`src/rtl/mem_arbiter_pkg.sv`:
```
// Shared types and constants for the two-port memory arbiter.
package mem_arb_pkg;

    typedef enum logic [1:0] {
        IDLE   = 2'd0,
        ACCESS = 2'd1,
        DONE   = 2'd2
    } state_e;

    localparam int NUM_PORTS = 2;

    // last_grant = 1 makes port 0 win the first tie after reset
    localparam logic RST_LAST_GRANT = 1'b1;
    localparam logic RST_ACK        = 1'b0;
    localparam logic RST_WE         = 1'b0;
    localparam logic RST_WINNER     = 1'b0;

endpackage

```
`src/rtl/mem_arbiter_if.sv`:
```
// Request ports and memory bus of the arbiter. "master" is the system side
// (requesters plus the memory itself), "slave" is the arbiter.
interface mem_arbiter_if #(
    parameter int WIDTH_ADDR = 16,
    parameter int WIDTH      = 8
);
    logic                  req0;
    logic                  req1;
    logic                  we0;
    logic                  we1;
    logic [WIDTH_ADDR-1:0] addr0;
    logic [WIDTH_ADDR-1:0] addr1;
    logic [WIDTH-1:0]      wdata0;
    logic [WIDTH-1:0]      wdata1;
    logic                  ack0;
    logic                  ack1;
    logic [WIDTH-1:0]      rdata0;
    logic [WIDTH-1:0]      rdata1;
    logic [WIDTH_ADDR-1:0] mem_addr;
    logic                  mem_bus_dir;
    logic                  mem_load_main;
    logic [WIDTH-1:0]      mem_wdata;
    logic [WIDTH-1:0]      mem_rdata;
    logic                  busy;

    modport master (
        output req0, req1, we0, we1, addr0, addr1, wdata0, wdata1, mem_rdata,
        input  ack0, ack1, rdata0, rdata1, mem_addr, mem_bus_dir,
               mem_load_main, mem_wdata, busy
    );

    modport slave (
        input  req0, req1, we0, we1, addr0, addr1, wdata0, wdata1, mem_rdata,
        output ack0, ack1, rdata0, rdata1, mem_addr, mem_bus_dir,
               mem_load_main, mem_wdata, busy
    );
endinterface

```
`src/rtl/mem_arbiter_rr_arbiter2.sv`:
```
// Two-way round-robin pick: a sole requester wins, a tie goes to the port
// that was not granted last. Output is only meaningful when some req is high.
module rr_arbiter2
    import mem_arb_pkg::*;
(
    input  logic [NUM_PORTS-1:0] req,
    input  logic                 last_grant,
    output logic                 grant
);

    // Combinational grant index
    always_comb begin
        grant = 1'b0;
        if (req == 2'b11) begin
            grant = ~last_grant;
        end else begin
            grant = req[1];
        end
    end

endmodule

```
`src/rtl/mem_arbiter.sv`:
```
// Two-port memory arbiter: one access per three cycles, round-robin on ties.
//
//   state  | meaning
//   -------+------------------------------------------------------------
//   IDLE   | sampling req0/req1; winner's command latched on exit
//   ACCESS | latched command driven to memory; write strobe if we_q
//   DONE   | ack pulse to winner; read data already captured
module mem_arbiter
    import mem_arb_pkg::*;
#(
    parameter int WIDTH_ADDR = 16,
    parameter int WIDTH      = 8
) (
    input  logic          clk,
    input  logic          rst,
    mem_arbiter_if.slave  bus
);

    state_e                state_q, state_d;
    logic                  winner_q, winner_d;
    logic                  we_q, we_d;
    logic                  last_grant_q, last_grant_d;
    logic                  ack0_q, ack0_d;
    logic                  ack1_q, ack1_d;
    logic [WIDTH_ADDR-1:0] addr_q, addr_d;
    logic [WIDTH-1:0]      wdata_q, wdata_d;
    logic [WIDTH-1:0]      rdata0_q, rdata0_d;
    logic [WIDTH-1:0]      rdata1_q, rdata1_d;
    logic                  grant;
    logic                  in_access;

    rr_arbiter2 u_rr (
        .req        ({bus.req1, bus.req0}),
        .last_grant (last_grant_q),
        .grant      (grant)
    );

    // Next-state and datapath update
    always_comb begin
        state_d      = state_q;
        winner_d     = winner_q;
        we_d         = we_q;
        last_grant_d = last_grant_q;
        addr_d       = addr_q;
        wdata_d      = wdata_q;
        rdata0_d     = rdata0_q;
        rdata1_d     = rdata1_q;
        ack0_d       = 1'b0;
        ack1_d       = 1'b0;
        case (state_q)
            IDLE: begin
                if (bus.req0 || bus.req1) begin
                    state_d      = ACCESS;
                    winner_d     = grant;
                    last_grant_d = grant;
                    we_d         = grant ? bus.we1    : bus.we0;
                    addr_d       = grant ? bus.addr1  : bus.addr0;
                    wdata_d      = grant ? bus.wdata1 : bus.wdata0;
                end
            end
            ACCESS: begin
                state_d = DONE;
                if (winner_q) begin
                    ack1_d = 1'b1;
                end else begin
                    ack0_d = 1'b1;
                end
                if (!we_q) begin
                    if (winner_q) begin
                        rdata1_d = bus.mem_rdata;
                    end else begin
                        rdata0_d = bus.mem_rdata;
                    end
                end
            end
            DONE: begin
                state_d = IDLE;
            end
            default: begin
                state_d = IDLE;
            end
        endcase
    end

    // State and output registers
    always_ff @(posedge clk) begin
        if (rst) begin
            state_q      <= IDLE;
            winner_q     <= RST_WINNER;
            we_q         <= RST_WE;
            last_grant_q <= RST_LAST_GRANT;
            addr_q       <= '0;
            wdata_q      <= '0;
            rdata0_q     <= '0;
            rdata1_q     <= '0;
            ack0_q       <= RST_ACK;
            ack1_q       <= RST_ACK;
        end else begin
            state_q      <= state_d;
            winner_q     <= winner_d;
            we_q         <= we_d;
            last_grant_q <= last_grant_d;
            addr_q       <= addr_d;
            wdata_q      <= wdata_d;
            rdata0_q     <= rdata0_d;
            rdata1_q     <= rdata1_d;
            ack0_q       <= ack0_d;
            ack1_q       <= ack1_d;
        end
    end

    // The strobe is decoded from state so a reset edge during ACCESS still
    // commits the write already presented to memory.
    assign in_access         = (state_q == ACCESS);
    assign bus.mem_load_main = in_access && we_q;
    assign bus.mem_bus_dir   = ~(in_access && we_q);
    assign bus.mem_addr      = addr_q;
    assign bus.mem_wdata     = wdata_q;
    assign bus.busy          = (state_q != IDLE);
    assign bus.ack0          = ack0_q;
    assign bus.ack1          = ack1_q;
    assign bus.rdata0        = rdata0_q;
    assign bus.rdata1        = rdata1_q;

endmodule

```
`src/flat_wrapper.sv`:
```
// flat-port wrapper written by rule: the top's interface ports become plain ports
module mem_arbiter_flat import mem_arb_pkg::*;
#(
    parameter int WIDTH_ADDR = 16,
    parameter int WIDTH      = 8
)
  (clk, rst, bus_req0, bus_req1, bus_we0, bus_we1, bus_addr0, bus_addr1, bus_wdata0, bus_wdata1, bus_mem_rdata, bus_ack0, bus_ack1, bus_rdata0, bus_rdata1, bus_mem_addr, bus_mem_bus_dir, bus_mem_load_main, bus_mem_wdata, bus_busy);
  mem_arbiter_if #(.WIDTH_ADDR(WIDTH_ADDR), .WIDTH(WIDTH)) bus_i ();
  input  logic clk;
  input  logic rst;
  input wire logic [$bits(bus_i.req0)-1:0] bus_req0;
  input wire logic [$bits(bus_i.req1)-1:0] bus_req1;
  input wire logic [$bits(bus_i.we0)-1:0] bus_we0;
  input wire logic [$bits(bus_i.we1)-1:0] bus_we1;
  input wire logic [$bits(bus_i.addr0)-1:0] bus_addr0;
  input wire logic [$bits(bus_i.addr1)-1:0] bus_addr1;
  input wire logic [$bits(bus_i.wdata0)-1:0] bus_wdata0;
  input wire logic [$bits(bus_i.wdata1)-1:0] bus_wdata1;
  input wire logic [$bits(bus_i.mem_rdata)-1:0] bus_mem_rdata;
  output wire logic [$bits(bus_i.ack0)-1:0] bus_ack0;
  output wire logic [$bits(bus_i.ack1)-1:0] bus_ack1;
  output wire logic [$bits(bus_i.rdata0)-1:0] bus_rdata0;
  output wire logic [$bits(bus_i.rdata1)-1:0] bus_rdata1;
  output wire logic [$bits(bus_i.mem_addr)-1:0] bus_mem_addr;
  output wire logic [$bits(bus_i.mem_bus_dir)-1:0] bus_mem_bus_dir;
  output wire logic [$bits(bus_i.mem_load_main)-1:0] bus_mem_load_main;
  output wire logic [$bits(bus_i.mem_wdata)-1:0] bus_mem_wdata;
  output wire logic [$bits(bus_i.busy)-1:0] bus_busy;
  assign bus_i.req0 = bus_req0;
  assign bus_i.req1 = bus_req1;
  assign bus_i.we0 = bus_we0;
  assign bus_i.we1 = bus_we1;
  assign bus_i.addr0 = bus_addr0;
  assign bus_i.addr1 = bus_addr1;
  assign bus_i.wdata0 = bus_wdata0;
  assign bus_i.wdata1 = bus_wdata1;
  assign bus_i.mem_rdata = bus_mem_rdata;
  assign bus_ack0 = bus_i.ack0;
  assign bus_ack1 = bus_i.ack1;
  assign bus_rdata0 = bus_i.rdata0;
  assign bus_rdata1 = bus_i.rdata1;
  assign bus_mem_addr = bus_i.mem_addr;
  assign bus_mem_bus_dir = bus_i.mem_bus_dir;
  assign bus_mem_load_main = bus_i.mem_load_main;
  assign bus_mem_wdata = bus_i.mem_wdata;
  assign bus_busy = bus_i.busy;
  mem_arbiter #(.WIDTH_ADDR(WIDTH_ADDR), .WIDTH(WIDTH)) u_core (.clk(clk), .rst(rst), .bus(bus_i));
endmodule
```
`config.mk`:
```
export PLATFORM = sky130hd
export DESIGN_NAME = mem_arbiter_flat
export DESIGN_NICKNAME = d
export VERILOG_FILES = /design/src/rtl/mem_arbiter_pkg.sv /design/src/rtl/mem_arbiter_if.sv /design/src/rtl/mem_arbiter_rr_arbiter2.sv /design/src/rtl/mem_arbiter.sv /design/src/flat_wrapper.sv
export SDC_FILE = /design/constraint.sdc
export NUM_CORES = 1
export LEC_CHECK = 0
export CORE_MARGIN = 2
export CORE_UTILIZATION = 41
export CTS_CLUSTER_DIAMETER = 120
export DETAILED_ROUTE_END_ITERATION = 6
export MAX_ROUTING_LAYER = met4
export PLACE_DENSITY_LB_ADDON = 0.3
export SLEW_MARGIN = 20
export SYNTH_ARGS = -nofsm -noshare
export SYNTH_HDL_FRONTEND = slang
export SYNTH_SLANG_ARGS = --single-unit
```
`constraint.sdc`:
```
create_clock -name clk -period 1.35 [get_ports clk]
set_input_delay 0.27 -clock clk [delete_from_list [all_inputs] [get_ports clk]]
set_output_delay 0.27 -clock clk [all_outputs]
set_load 0.005 [all_outputs]
```
==> results of run 1 <==
-- repair_timing --
action | 4_1_cts | 5_1_grt
resized for setup | 103 | 17
setup endpoints to repair | 87 | 27
cloned | 3 | 1
pin swaps | 7 | 20
buffers inserted | 11 | 4
-- where the power goes --
group          leakage, uW  internal (uW)  switching, uW  total, uW
Sequential        0.000398           1520           75.0       1590
Combinational      0.00113            639            500       1140
Clock            0.0000612            599            474       1070
Total              0.00158           2760           1050       3810
-- layer usage --
metal,global-route usage (%),share of wire (%)
met5,-,0
met4,7.19,1.9
met3,4.77,6.7
met2,37.5,51
met1,24.7,40
-- layout make-up --
class,instances,area [sq um],area share (%)
timing repair buffer,142,1380,36.7
clock inverter,2,35.0,0.930
inverter,3,13.8,0.365
multi-input combinational,162,1190,31.6
tap,70,87.6,2.32
clock buffer,6,82.6,2.19
sequential,47,976,25.9
-- logic make-up after synthesis --
family,after synthesis,synth area share [%]
and+or+nand+nor,90,17.4
AOI/OAI and AO/OA,63,28.5
DFF,47,42.0
buffers and inverters,23,8.59
muxes,8,3.57
-- sequential cells by signal (all words and copies together), names as in the netlist, 2 cells and up --
signal,count
u_core.bus.rdata1,8
u_core.bus.mem_wdata,8
u_core.bus.mem_addr,16
u_core.state_q,2
u_core.bus.rdata0,8
-- synth_stat cells, drive strengths merged --
master,n
a21bo,1
nor4b,1
nand2b,1
or4b,1
dfxtp,47
nor2,12
clkbuf,3
and2,1
o21ai,1
a21oi,34
nor3,2
inv,3
nor2b,1
or2,2
a21boi,1
buf,17
a311oi,25
and4bb,1
a221o,1
mux2i,8
nand2,68
-- final timing paths --
| path | startpoint | end | slack [ps] | cells after the start |
|---|---|---|---|---|
| max | u_core.state_q[1] | bus_busy | -120 | 5 |
| min | rst | u_core.bus.rdata1[2] | 410 | 2 |
| max reg2reg | u_core.state_q[1] | u_core.bus.rdata1[6] | -60 | 6 |
| min reg2reg | u_core.bus.rdata0[1] | u_core.bus.rdata0[1] | 460 | 2 |
-- stage by stage --
| stage | worst slack (ps) | power (uW) |
|---|---|---|
| floorplan | 124 | 2130 |
| global placement | -662 | 2610 |
| detailed placement | -703 | 2620 |
| CTS | -122 | 3730 |
| global route | -142 | 3970 |
| finish | -115 | 3810 |
-- cells in the final DEF (no fill, tap or decap), types with 6 or more instances in the layout --
cell type | Yosys | layout
a21oi_1 | 14 | 10
nor2_1 | 10 | 9
clkbuf_8 | 0 | 6
dfxtp_1 | 47 | 19
clkdlybuf4s50_1 | 0 | 58
buf_6 | 7 | 13
dlygate4sd2_1 | 0 | 44
dfxtp_2 | 0 | 28
a21oi_2 | 20 | 24
nand2_1 | 68 | 63
buf_4 | 5 | 16
mux2i_1 | 8 | 8
a311oi_2 | 21 | 21
==> run metrics, run 1 <==
# rows 26; WL final 6640 um; post-DR vias/cell 5.09; outcome finished, violations left; Clk pin slew, worst setup/hold paths ~90 ps; hpwl dp 4100 um; worst slew pin tran 493 ps; Mapped Nets between 200 and 300; Routed Antenna Nets 0; gpl congestion 0.698; flops & latches, synth 47; core area 5200 sq um; Crit Path Class register to output port; Leakage Power 0.00158 uW; Longest Clk Path Bufs 2; CP Data Arrival Time 1200 ps; Area after DPL 3400 sq um; Worst slew margin 67.1%; pwr dens about 1000 nW/um^2; Final min period 1470 ps; Synth top area share 42.0%; critical path startpoint category register; Max Cap Violations 0; setup TNS -421 ps; slowest stage cell, crit path dfxtp_2; sequential fraction of the synthesis area 42.0%; Finished Layout Cells between 400 and 500; Crit path largest cell delay 330 ps; Clock Sinks 47; synthesized area roughly 2200 sq um; placed cell count 407; Final setup viols 12; final hold slack 407 ps; critical path endpoint category output port; cell count after synthesis 231; final net count 423; Syn Area/Cell 9.71 sq um; Fillers 412; Post-CTS Hold Fix Bufs 0; io pins 107; Pre-Repair DR Iteration Count 4; total CTS buffers 5; worst hold-check path type input port to register; CTS tree yes; Port Buffers roughly 110; clock skew 11.0 ps; vias in the first global route 2139; peak fanout along the critical path 3; layout cells sized above 1 38.7%; Area Growth Syn to Fin 68.1%; Die ar. 6080 sq um; initial drt markers between 80 and 90; total grt overflow 0; All-Layer GR Usage between 20% and 30%; CP dominant cell by count buf_6; htree depth 2; number of remaining DRC errors 0; via count 2200; crit-path cells buf_6, nor2_4, inv_4, buf_6, buf_6; final setup margin -115 ps; violated checks setup timing; final hold vios 0; final instance area roughly 3800 sq um; Root Buffer clkbuf_8; initial antenna violation count 0; worst path required time roughly 1100 ps; Finished Core Util about 72%; Max Slew Vio Count 0; worst vdd ir 0.593 mV; worst skew pair latency 300 ps; RSZ-0062 raised after global routing true; delay-heaviest family, CP buffers and inverters; diode count 0; Die X 78.0 um; Starting Density a little over two fifths; final cycle utilization of the critical path 109%; Die Span Y 78.0 um; yosys warns 0; Max Clock Freq between 600 and 700 MHz; Yosys top cell by area dfxtp_1; crit path buf inv count 4; Yosys cell types 31; Synth area leaders dfxtp_1, a311oi_2, nand2_1, a21oi_2, mux2i_1; drt wl/cell 15.4 um; pin count of the biggest net entering global routing 29; first-pass GRT wire length 10200 um
Note: power is estimated with default switching activity, not from simulation.
==> run 2, diff against run 1 <==
- SLEW_MARGIN: 20 -> not set
==> results of run 2 <==
The final DEF is identical to that of run 1; final timing and power are the same.
==> edit 1 (config.mk and constraints of run 2) <==
`addr_q`, `wdata_q`, `rdata0_q` and `rdata1_q` no longer have a reset.
--- a/src/rtl/mem_arbiter.sv
+++ b/src/rtl/mem_arbiter.sv
@@ -89,10 +89,6 @@
             winner_q     <= RST_WINNER;
             we_q         <= RST_WE;
             last_grant_q <= RST_LAST_GRANT;
-            addr_q       <= '0;
-            wdata_q      <= '0;
-            rdata0_q     <= '0;
-            rdata1_q     <= '0;
             ack0_q       <= RST_ACK;
             ack1_q       <= RST_ACK;
         end else begin
@@ -100,13 +96,16 @@
             winner_q     <= winner_d;
             we_q         <= we_d;
             last_grant_q <= last_grant_d;
-            addr_q       <= addr_d;
-            wdata_q      <= wdata_d;
-            rdata0_q     <= rdata0_d;
-            rdata1_q     <= rdata1_d;
             ack0_q       <= ack0_d;
             ack1_q       <= ack1_d;
         end
+    end
+
+    always_ff @(posedge clk) begin
+        addr_q   <= addr_d;
+        wdata_q  <= wdata_d;
+        rdata0_q <= rdata0_d;
+        rdata1_q <= rdata1_d;
     end
 
     // The strobe is decoded from state so a reset edge during ACCESS still
Check against the original RTL: not equivalent (Yosys sat finds a counterexample within 4 cycles, from zero or initial values and one cycle with rst high).
==> edit 1 against run 2 <==
  * The flow still finishes with violations (negative setup slack)
  * Area after synthesis is 21% lower
  * Design area is 13% lower
  * Clock skew is 6.1 ps lower
  * Critical path depth stayed put
  * Die area is 20% lower
  * Core utilization is 8.2 points higher
  * Power is 12% lower
  * Critical path type is now reg -> reg
  * Synthesized cell count is 58% lower
  * Sequential power is 10% higher
  * Worst setup slack better by 42 ps
  * Routed wire length is 30% lower
  * Clock power is 21% lower
  * First-iteration DRC count is 6.0% lower
  * Sequential cell count stayed put
==> edit 1: results (changes against run 2) <==
| Metric | Value |
|---|---|
| Synth cell count leaders | `40 x edfxtp_1, 24 x mux2_2, 7 x dfxtp_1 (was 68 x nand2_1, 47 x dfxtp_1, 21 x a311oi_2)` |
| Static Leak | `1.35 nW (was 1.58 nW)` |
| Drt first-iter violations | `78 (was 83)` |
| Num CTS Buffers | `5 (unchanged)` |
| Hold Crit Class | `in -> reg (unchanged)` |
| Critical hold path startpoint | `bus_req0 (was rst)` |
| Worst setup margin | `-73.6 ps (was -115 ps)` |
| FF-to-FF Start | `u_core.last_grant_q (was u_core.state_q[1])` |
| Clock root buffer master | `clkbuf_8 (unchanged)` |
| WP data arrival | `1470 ps (was 1200 ps)` |
| Crit Path Max Fanout | `6 (was 3)` |
| CP max-delay cell | `dfxtp_4 (was dfxtp_2)` |
| DP HPWL | `3110 um (was 4100 um)` |
| Worst R2R End | `u_core.bus.mem_addr[6] (was u_core.bus.rdata1[6])` |
| Share of cells above drive strength 1 | `28.6% (was 38.7%)` |
| DR vias | `1348 (was 2200)` |
| Fin cells | `281 (was 432)` |
| Setup TNS | `-1050 ps (was -421 ps)` |
| Gate count after technology mapping | `97 (was 231)` |
| Sequential share of the synthesized area | `75.7% (was 42.0%)` |
| Hold endpoint | `u_core.last_grant_q (was u_core.bus.rdata1[2])` |
| Gpl congestion | `0.789 (was 0.698)` |
| Worst r2r path cells | `5 (was 6)` |
| Syn nets | `159 (was 293)` |
| Vias in the first global route | `1425 (was 2139)` |
| Later-pin clock latency in the skew report | `290 ps` |
| Slew headroom | `75.3% (was 67.1%)` |
| Hold depth | `3 (was 2)` |
| Final nets | `292 (was 423)` |
| Gr usage total | `20.1% (was 21.6%)` |
| Post-Route WL | `4670 um (was 6640 um)` |
| CP max stage delay | `350 ps (was 330 ps)` |
| Yosys cell types | `20 (was 31)` |
| Worst Clk Skew | `4.94 ps (was 11.0 ps)` |
| First-pass GRT wire length | `7180 um (was 10200 um)` |
| Largest net degree at the start of global routing | `20 (was 29)` |
| Failing checks | `negative setup slack (unchanged)` |
| Status | `finished with violations (unchanged)` |
| Dpl cells | `261 (was 407)` |
| EDFF count, synth | `40 (was 0)` |
| Setup Viol. Count Final | `27 (was 12)` |
-- edit 1: cell count changes after synthesis, moves of 6 or more --
cell	delta
nand2_1	-66
dfxtp_1	-40
edfxtp_1	+40
mux2_2	+24
a311oi_2	-21
a21oi_2	-20
a21oi_1	-13
buf_6	-7
mux2i_1	-7
nor2_1	-6
-- edit 1: final cells by class --
class / count / area (sq um)
Timing Repair Buffer: 128 / 1270
Tap cell: 50 / 62.6
Clock buffer: 7 / 86.3
Sequential cell: 47 / 1350
Inverter: 3 / 11.3
Fill cell: 237 / 793
Multi-Input combinational cell: 45 / 512
Clock inverter: 1 / 5.00
-- edit 1: power breakdown --
| part | total, mW | internal (mW) | switching (mW) |
|---|---|---|---|
| Clock | 0.847 | 0.413 | 0.434 |
| Combinational | 0.746 | 0.487 | 0.259 |
| Sequential | 1.75 | 1.72 | 0.0352 |
| Total | 3.35 | 2.62 | 0.728 |
-- edit 1: layer usage --
metal	vias to the layer above	share of wire, %	global-route usage (%)
li1	633	-	-
met1	620	39	22.5
met2	84	50	34.1
met3	11	9.3	7.56
met4	0	1.4	5.56
met5	-	0	-
-- edit 1: how the worst max path moves through the flow --
stage / slack [ps] / to / start
3_5_place_dp: -430 / u_core.bus.mem_addr[13] / bus_req0
2_1_floorplan: -30 / u_core.bus.mem_addr[0] / u_core.state_q[1]
6_report: -70 / u_core.bus.mem_addr[6] / u_core.last_grant_q
4_1_cts: -100 / u_core.bus.mem_addr[12] / u_core.last_grant_q
5_1_grt: -110 / u_core.bus.mem_addr[6] / u_core.last_grant_q
3_3_place_gp: -390 / u_core.bus.mem_wdata[2] / bus_req0
-- edit 1: tightest hold or removal path, cell delays in order --
cell and delay (ps):
dlygate4sd2_1 280, nand2_1 70, a221o_1 130
-- edit 1: cell families (layout without fill, tap and decap cells) --
kind of cell	count (synthesis)	in the layout	share of synthesized area [%]
flops	47	47	75.7
mux	25	25	15.8
simple gates	14	14	3.96
compound gates	6	6	3.04
buf+inv	5	139	1.48
-- edit 1: timing repair --
item,CTS,global route
setup endpoints to repair,70,28
gates cloned,2,0
hold endpoints to repair,0,0
gates resized for setup,80,13
pin swaps,3,3
buffers inserted,9,4
-- edit 1: metrics by stage --
step | hold WS, ps | power, mW | cell area [sq um] | utilization [%] | worst slack [ps]
6_report | 499 | 3.35 | 3290 | 80.6 | -73.6
4_1_cts | 479 | 3.36 | 3260 | 79.7 | -102
3_5_place_dp | 514 | 2.46 | 3000 | 73.4 | -430
5_1_grt | 504 | 3.50 | 3290 | 80.6 | -111
2_1_floorplan | 339 | 1.98 | 1790 | - | -31.2
3_3_place_gp | 504 | 2.43 | 3000 | 73.4 | -394
==> edit 2 (settings of run 2) <==
Without the edit above. `WIDTH` is set to 8 in 3 places; all go to 12.
--- a/src/rtl/mem_arbiter_if.sv
+++ b/src/rtl/mem_arbiter_if.sv
@@ -2,7 +2,7 @@
 // (requesters plus the memory itself), "slave" is the arbiter.
 interface mem_arbiter_if #(
     parameter int WIDTH_ADDR = 16,
-    parameter int WIDTH      = 8
+    parameter int WIDTH      = 12
 );
     logic                  req0;
     logic                  req1;
--- a/src/rtl/mem_arbiter.sv
+++ b/src/rtl/mem_arbiter.sv
@@ -9,7 +9,7 @@
     import mem_arb_pkg::*;
 #(
     parameter int WIDTH_ADDR = 16,
-    parameter int WIDTH      = 8
+    parameter int WIDTH      = 12
 ) (
     input  logic          clk,
     input  logic          rst,
--- a/src/flat_wrapper.sv
+++ b/src/flat_wrapper.sv
@@ -2,7 +2,7 @@
 module mem_arbiter_flat import mem_arb_pkg::*;
 #(
     parameter int WIDTH_ADDR = 16,
-    parameter int WIDTH      = 8
+    parameter int WIDTH      = 12
 )
   (clk, rst, bus_req0, bus_req1, bus_we0, bus_we1, bus_addr0, bus_addr1, bus_wdata0, bus_wdata1, bus_mem_rdata, bus_ack0, bus_ack1, bus_rdata0, bus_rdata1, bus_mem_addr, bus_mem_bus_dir, bus_mem_load_main, bus_mem_wdata, bus_busy);
   mem_arbiter_if #(.WIDTH_ADDR(WIDTH_ADDR), .WIDTH(WIDTH)) bus_i ();
Ports: changed (6 resized); port bits go from 107 to 131. No check against the original RTL was run, so the function may have changed too.
==> edit 2 against run 2 <==
  * Design area rose by 12%
  * Worst setup slack improved by 29 ps
  * Non-clock buffer count rose by 9
  * Critical path type unchanged
  * Area after synthesis rose by 9.2%
  * Power rose by 28%
  * Die area rose by 8.7%
  * Via count rose by 21%
  * Sequential cell count rose by 12
  * Sequential share of layout area rose by 2.5 points
  * Maximum frequency rose by 2.0%
  * Largest power group unchanged
  * Routed wire length rose by 17%
  * The flow still finishes with violations (negative setup slack)
  * Synthesized cell count rose by 28%
==> edit 2: results (changes against run 2) <==
| Metric | Value |
|---|---|
| Setup TNS | `-336 ps (was -421 ps)` |
| Flop pwr share | `40.5% (was 41.9%)` |
| Met3 WL | `461 um (was 445 um)` |
| WL met2 | `3970 um (was 3400 um)` |
| Total net switching power | `1.29 mW (was 1.05 mW)` |
| Area after DPL | `3930 sq um (was 3400 sq um)` |
| Largest net degree at the start of global routing | `31 (was 29)` |
| I/O Buffers | `130 (was 106)` |
| WP data arrival | `1170 ps (was 1200 ps)` |
| Post-place setup slack | `-295 ps (was -703 ps)` |
| DP HPWL | `5340 um (was 4100 um)` |
| Hold endpoint | `u_core.we_q (was u_core.bus.rdata1[2])` |
| Post-CTS setup buffer count | `0 (was 11)` |
| Worst R2R End | `u_core.bus.rdata0[4] (was u_core.bus.rdata1[6])` |
| Final nets | `508 (was 423)` |
| Drt first-iter violations | `105 (was 83)` |
| Synth cell count leaders | `106 x nand2_1, 59 x dfxtp_1, 54 x a21oi_1 (was 68 x nand2_1, 47 x dfxtp_1, 21 x a311oi_2)` |
| Setup Viol. Count Final | `11 (was 12)` |
| Met3 Usage GRT | `6.22% (was 4.77%)` |
| Gpl congestion | `0.799 (was 0.698)` |
| Status | `finished with violations (unchanged)` |
| Critical path origin | `u_core.state_q[0] (was u_core.state_q[1])` |
| Slew @ Worst Pin | `293 ps (was 493 ps)` |
| Num CTS Buffers | `9 (was 5)` |
| Average vias per placed instance | `5.18 (was 5.09)` |
| Met2 Usage GRT | `39.3% (was 37.5%)` |
| Met1 Use GR | `27.8% (was 24.7%)` |
| Share of cells above drive strength 1 | `19.8% (was 38.7%)` |
| Dpl cells | `497 (was 407)` |
| Yosys cell types | `26 (was 31)` |
| Filler cell count | `453 (was 412)` |
| Top delay family on crit path | `flip-flops (was buffers and inverters)` |
| Failing checks | `negative setup slack (unchanged)` |
| Worst setup margin | `-86.8 ps (was -115 ps)` |
| DRT met1 WL | `3170 um (was 2670 um)` |
| First-pass GRT wire length | `11600 um (was 10200 um)` |
| Max VDD drop | `0.000900 V (was 0.000593 V)` |
| Static Leak | `1.81 nW (was 1.58 nW)` |
| DR vias | `2663 (was 2200)` |
| Syn Area/Cell | `8.27 sq um (was 9.71 sq um)` |
-- edit 2: kinds of logic (layout without fill, tap and decap cells) --
| group | Yosys count | in the layout | synth area share (%) |
|---|---|---|---|
| buffers and inverters | 28 | 170 | 5.57 |
| flip-flops | 59 | 59 | 48.3 |
| AND/OR/NAND/NOR | 122 | 123 | 21.1 |
| AO/OA/AOI/OAI | 87 | 87 | 25.1 |
-- edit 2: repair_timing --
action                     4_1_cts  5_1_grt
cloned                           1        0
pin swaps                        3       16
gates resized for setup         88       22
setup endpoints to repair      101       33
-- edit 2: layout make-up --
class                   count  area [sq um]  area share [%]
clock buffers              10           138            3.27
clock inverters             6          88.8            2.11
inverters                   3          13.8           0.327
multi-input cells         210          1220            28.9
flip-flops and latches     59          1200            28.4
well taps                  75          93.8            2.23
repair buffers            151          1460            34.7
